File: config.mk
export PLATFORM = sky130hd
export DESIGN_NAME = onewire_slave_rx
export DESIGN_NICKNAME = d
export VERILOG_FILES = /design/src/rtl/onewire_slave_rx.sv
export SDC_FILE = /design/constraint.sdc
export NUM_CORES = 1
export LEC_CHECK = 0
export ABC_CLOCK_PERIOD_IN_PS = 2100
export BUFFER_PORTS_ARGS = -buffer_cell sky130_fd_sc_hd__buf_2
export CAP_MARGIN = 20
export CORE_ASPECT_RATIO = 0.8
export CORE_MARGIN = 2
export CORE_UTILIZATION = 61
export CTS_BUF_LIST = sky130_fd_sc_hd__clkbuf_8
export DETAILED_ROUTE_END_ITERATION = 6
export PLACE_DENSITY_LB_ADDON = 0.25
export SYNTH_ARGS = -nofsm -noshare
export SYNTH_HDL_FRONTEND = slang
export SYNTH_SLANG_ARGS = --single-unit
File: constraint.sdc
create_clock -name clk -period 2.1 [get_ports clk]
set_input_delay 0.21 -clock clk [delete_from_list [all_inputs] [get_ports clk]]
set_output_delay 0.21 -clock clk [all_outputs]
set_load 0.01 [all_outputs]
File: src/rtl/onewire_slave_rx.sv
// onewire_slave_rx
//   Receive-side slot decoder for the slave end of the 1-Wire link.
//
//   The decoder measures each master-driven low pulse on the open-drain bus:
//     - A short low decodes as bit 1.
//     - A long low decodes as bit 0.
//     - A low that reaches MAX_LOW is a bus reset.
//     - A low shorter than MIN_LOW is discarded as a glitch.
//   Decoded bits are assembled LSB-first into bytes. Bytes are handed to the
//   command logic through a valid/ack interface.
//
//   Optional feature, selected by the macro ONEWIRE_RX_SYNC_EN:
//     - Defined: bus_in passes through a 2-flop synchronizer. This adds
//       2 cycles of latency and leaves pulse lengths unchanged.
//     - Undefined: bus_in is used directly. Only do this when bus_in is
//       already synchronous to clk.
//
// Parameters
//   THRESH  - longest low length (cycles) still decoded as bit 1
//   MIN_LOW - lows shorter than this are glitches
//   MAX_LOW - low length at which a bus reset is declared
//             (requires THRESH < MAX_LOW < 2**CNT_W)
//   CNT_W   - low-length counter width
//
// Ports
//   clk        in   system clock
//   rst        in   asynchronous active-high reset
//   bus_in     in   1-Wire bus level, idle high
//   bit_valid  out  one-cycle pulse: a decoded bit is available
//   bit_data   out  decoded bit value, held until the next bit_valid
//   byte_valid out  level: byte_data holds a complete byte
//   byte_data  out  assembled byte, first received bit in [0]
//   byte_ack   in   consumer accepts the byte (sampled while byte_valid=1)
//   overrun    out  one-cycle pulse: an unacked byte was overwritten
//   glitch     out  one-cycle pulse: a too-short low was discarded
//   bus_reset  out  one-cycle pulse: the low reached MAX_LOW
module onewire_slave_rx #(
    parameter int THRESH  = 30,
    parameter int MIN_LOW = 2,
    parameter int MAX_LOW = 120,
    parameter int CNT_W   = 8
) (
    input  logic       clk,
    input  logic       rst,
    input  logic       bus_in,
    output logic       bit_valid,
    output logic       bit_data,
    output logic       byte_valid,
    output logic [7:0] byte_data,
    input  logic       byte_ack,
    output logic       overrun,
    output logic       glitch,
    output logic       bus_reset
);

    localparam logic [CNT_W:0]   MAX_CNT = (CNT_W+1)'(MAX_LOW);
    localparam logic [CNT_W-1:0] MIN_CNT = CNT_W'(MIN_LOW);
    localparam logic [CNT_W-1:0] THR_CNT = CNT_W'(THRESH);

    typedef enum logic [1:0] {IDLE, LOW, BRST} state_t;

    state_t           state;
    logic [CNT_W-1:0] cnt;
    logic [2:0]       idx;
    logic [7:0]       sr;
    logic             s;

`ifdef ONEWIRE_RX_SYNC_EN
    logic sync_p0;
    logic sync_p1;

    // Synchronizer stage: both flops reset to the idle-high bus level.
    always_ff @(posedge clk or posedge rst) begin
        if (rst) begin
            sync_p0 <= 1'b1;
            sync_p1 <= 1'b1;
        end else begin
            sync_p0 <= bus_in;
            sync_p1 <= sync_p0;
        end
    end

    assign s = sync_p1;
`else
    assign s = bus_in;
`endif

    // The counter is widened by one bit so that the MAX_LOW comparison
    // cannot alias on wrap.
    logic [CNT_W:0] cnt_inc;
    logic           low_end;
    logic           is_glitch;
    logic           dec_bit;
    logic [7:0]     sr_next;

    assign cnt_inc   = {1'b0, cnt} + (CNT_W+1)'(1);
    assign low_end   = (state == LOW) && s;
    assign is_glitch = (cnt < MIN_CNT);
    assign dec_bit   = (cnt <= THR_CNT);

    // Shift register with the bit being decoded already placed at idx.
    // This lets the 8th bit complete byte_data on the same edge.
    always_comb begin
        sr_next      = sr;
        sr_next[idx] = dec_bit;
    end

    // Decode stage: slot FSM, byte assembly and registered outputs.
    always_ff @(posedge clk or posedge rst) begin
        if (rst) begin
            state      <= IDLE;
            cnt        <= '0;
            idx        <= '0;
            sr         <= '0;
            bit_valid  <= 1'b0;
            bit_data   <= 1'b0;
            byte_valid <= 1'b0;
            byte_data  <= '0;
            overrun    <= 1'b0;
            glitch     <= 1'b0;
            bus_reset  <= 1'b0;
        end else begin
            bit_valid <= 1'b0;
            overrun   <= 1'b0;
            glitch    <= 1'b0;
            bus_reset <= 1'b0;

            // Ack releases the byte; a byte completing this same edge
            // overrides this below and keeps byte_valid high.
            if (byte_valid && byte_ack) begin
                byte_valid <= 1'b0;
            end

            case (state)
                IDLE: begin
                    if (!s) begin
                        state <= LOW;
                        cnt   <= CNT_W'(1);
                    end
                end

                LOW: begin
                    if (!s) begin
                        cnt <= cnt_inc[CNT_W-1:0];
                        if (cnt_inc == MAX_CNT) begin
                            state     <= BRST;
                            bus_reset <= 1'b1;
                            sr        <= '0;
                            idx       <= '0;
                        end
                    end else if (low_end) begin
                        state <= IDLE;
                        if (is_glitch) begin
                            glitch <= 1'b1;
                        end else begin
                            bit_valid <= 1'b1;
                            bit_data  <= dec_bit;
                            if (idx == 3'd7) begin
                                byte_data  <= sr_next;
                                byte_valid <= 1'b1;
                                // An ack on this same edge hands over the
                                // old byte, so nothing is lost.
                                overrun    <= byte_valid && !byte_ack;
                                sr         <= '0;
                                idx        <= '0;
                            end else begin
                                sr  <= sr_next;
                                idx <= idx + 3'd1;
                            end
                        end
                    end
                end

                BRST: begin
                    if (s) begin
                        state <= IDLE;
                    end
                end

                default: state <= IDLE;
            endcase
        end
    end

endmodule

==> results.cfg <==
[timing]
hold_viol = 0
drv_slew = 0
setup_tns_ps = 0
final-setup-viol-count = 0
period_minus_slack_ps = 1980
fmax_mhz = 505
rsz0062_at_grt = false
worst_slew_pin_slew_ps = 465
skew_ps = 6.52
maxSlewHeadroom = 0.690
hold-worst-slack_ps = 3.91
min_period_over_period = 0.943

[power]
p_per_area_mw_per_mm2 = 878
p_leak_uw = 0.00102
peakVddDrop_mv = 0.766

[grt]
gr-total-overflow = 0
grt_pass1_wl_um = 6310
grt_max_degree = 36
antenna_found_initial = 0
grt_pass1_vias = 1367
grt_use_total = 0.244

[synth]
syn_avg_cell_area_um2 = 9.65
synth-main-ff-cell = dfrtp_1
netlist_instances = 195
ys_ff_latch = 35
async_flop_share = 1.00
syn_area_mm2 = 0.00188
ys_seq_area_frac = 0.465
ys_types = 44
synth_warnings = 0
synth_edf_count = 0
syn-num-nets = 203

[route]
dr.pass1.iters = 4
drtIter0Drc = 78
post_drt_wl_per_cell_um = 15.6
drc = 0
drt_wl_total_um = 3960
num_vias = 1537
avgViaCountPerCell = 6.08
drtAntennaViolNets = 0

[clock_tree]
numClockSinks = 35
htreeDepth = 2
cts_made_buffers = 5
clk_pin_slew_worst_paths_ps = 70
clock_path_buffers = 2
hold_buffers = 0
clock-root-buffer = clkbuf_8
insertion_delay_ps = 290
cts_tree = done

[worst_setup_path]
reg2reg_to = idx[0]$_DFFE_PP0P_
crit_required_ps = 2260
path_class = flip-flop to flip-flop
r2r_start = cnt[1]$_DFFE_PP0P_
path_max_fanout = 13
start_kind = flip-flop
critical_path_arrival_ps = 2140
r2r_setup_slack_ps = 120
crit_start = cnt[1]$_DFFE_PP0P_
r2r_cells = 6
end_kind = flip-flop
setup.worst_path.end = idx[0]$_DFFE_PP0P_

[finish]
layout_common_cells = nand2_1 (35), dfrtp_1 (35), o21ai_0 (23)
area_growth_pct = 11.2
drive_above_1_share = 0.188
insertedDiodeCount = 0
nets = 220

[placed_design]
numPortBuffers = 17
dpl.hpwl_um = 2800
gp_congestion = 0.803

[floorplanning]
fp.dieW_um = 66.1
rows = 18
dieArea_mm2 = 0.00355
initial_utilization = 0.624
die_height_um = 53.7
core_mm2 = 0.00302
ios = 18

[min_path]
hp-class = input port to async pin

[run_status]
status = finished clean

[job]
cap_violations = 0
## cell usage after synthesis (2+ instances only)
| cell type | instances | share of area |
|---|---|---|
| and3_1 | 4 | 0.013 |
| o21ai_0 | 23 | 0.061 |
| mux2i_1 | 8 | 0.043 |
| a21oi_1 | 2 | 0.0053 |
| nand2_1 | 35 | 0.070 |
| nand3_1 | 4 | 0.011 |
| nand3b_1 | 2 | 0.0080 |
| and3b_1 | 6 | 0.028 |
| and2_1 | 2 | 0.0066 |
| nor3b_1 | 4 | 0.016 |
| o21ai_1 | 2 | 0.0053 |
| o41ai_1 | 2 | 0.0093 |
| dfrtp_1 | 35 | 0.47 |
| nand2b_1 | 2 | 0.0066 |
| o31ai_1 | 3 | 0.012 |
| a21o_1 | 2 | 0.0080 |
| and4b_1 | 2 | 0.011 |
| inv_1 | 5 | 0.010 |
| nor2_1 | 6 | 0.012 |
| ha_1 | 4 | 0.027 |
| buf_2 | 5 | 0.013 |
| a41oi_1 | 9 | 0.042 |
| clkbuf_1 | 7 | 0.014 |
## area by class of cell
class / count / area, µm²
fillers: 251 / 925
multi-input cells: 141 / 922
flip-flops and latches: 35 / 876
repair buffers: 24 / 141
clock buffers: 5 / 68.8
well taps: 40 / 50.0
inverters: 5 / 18.8
clock inverters: 3 / 16.3
## through the flow
step	area, µm²	cells	total power [µW]	setup slack [ps]	utilization
after floorplan	1880	195	1250	182	-
after global placement	2000	245	1320	188	0.663
after detailed placement	2000	245	1370	64.5	0.663
after CTS	2090	253	1840	62.1	0.692
after global routing	2090	253	1940	5.30	0.694
final	2090	253	1840	119	0.694
## power by group
part | switching, µW | internal [µW] | leakage, µW
sequential | 137 | 779 | 0.000445
clock | 249 | 227 | 0.0000453
combinational | 238 | 208 | 0.000534
## worst min-delay path by stage
| stage | start | depth (start not counted) | endpoint |
|---|---|---|---|
| floorplan | bus_in | 2 | glitch$_DFF_PP0_ |
| global route | rst | 3 | byte_valid$_DFF_PP0_ |
| finish | rst | 3 | byte_data[5]$_DFFE_PP0P_ |
| CTS | rst | 3 | byte_valid$_DFF_PP0_ |
| detailed placement | rst | 3 | byte_valid$_DFF_PP0_ |
| global placement | rst | 3 | byte_valid$_DFF_PP0_ |
## timing repair
action | in CTS | in global routing
setup endpoints to repair | 0 | 11
setup buffers | 0 | 0
endpoints found under the hold margin | 0 | 0
resized for setup | 0 | 2
## flip-flops by register name (all words and copies together), names as in the netlist
signal / flops
sr: 8
idx: 3
cnt: 8
bus_reset: 1
bit_valid: 1
overrun: 1
byte_data: 8
glitch: 1
bit_data: 1
state: 2
byte_valid: 1
## critical path, cell delays in order (launching register included)
cell and delay (ps):
dfrtp_1 420, ha_2 260, nand3_2 90, or3_4 400, a2111oi_4 370, buf_6 200, o22ai_1 100
## kinds of logic (layout without fill, tap and decap cells)
kind of cell	Yosys count	in the layout	synth area share
compound gates	53	53	0.200
fa+ha+maj	4	4	0.0266
simple gates	75	75	0.215
buf+inv	19	37	0.0459
flops	35	35	0.465
xor+xnor	1	1	0.00466
mux	8	8	0.0426
## layer usage
| metal | vias up | global-route usage | routed length [µm] |
|---|---|---|---|
| li1 | 735 | - | - |
| met1 | 756 | 0.327 | 1790 |
| met2 | 40 | 0.380 | 1890 |
| met3 | 6 | 0.0586 | 220 |
| met4 | 0 | 0.112 | 62 |
| met5 | - | 0 | 0 |
Power figures use the tool's default switching activity.
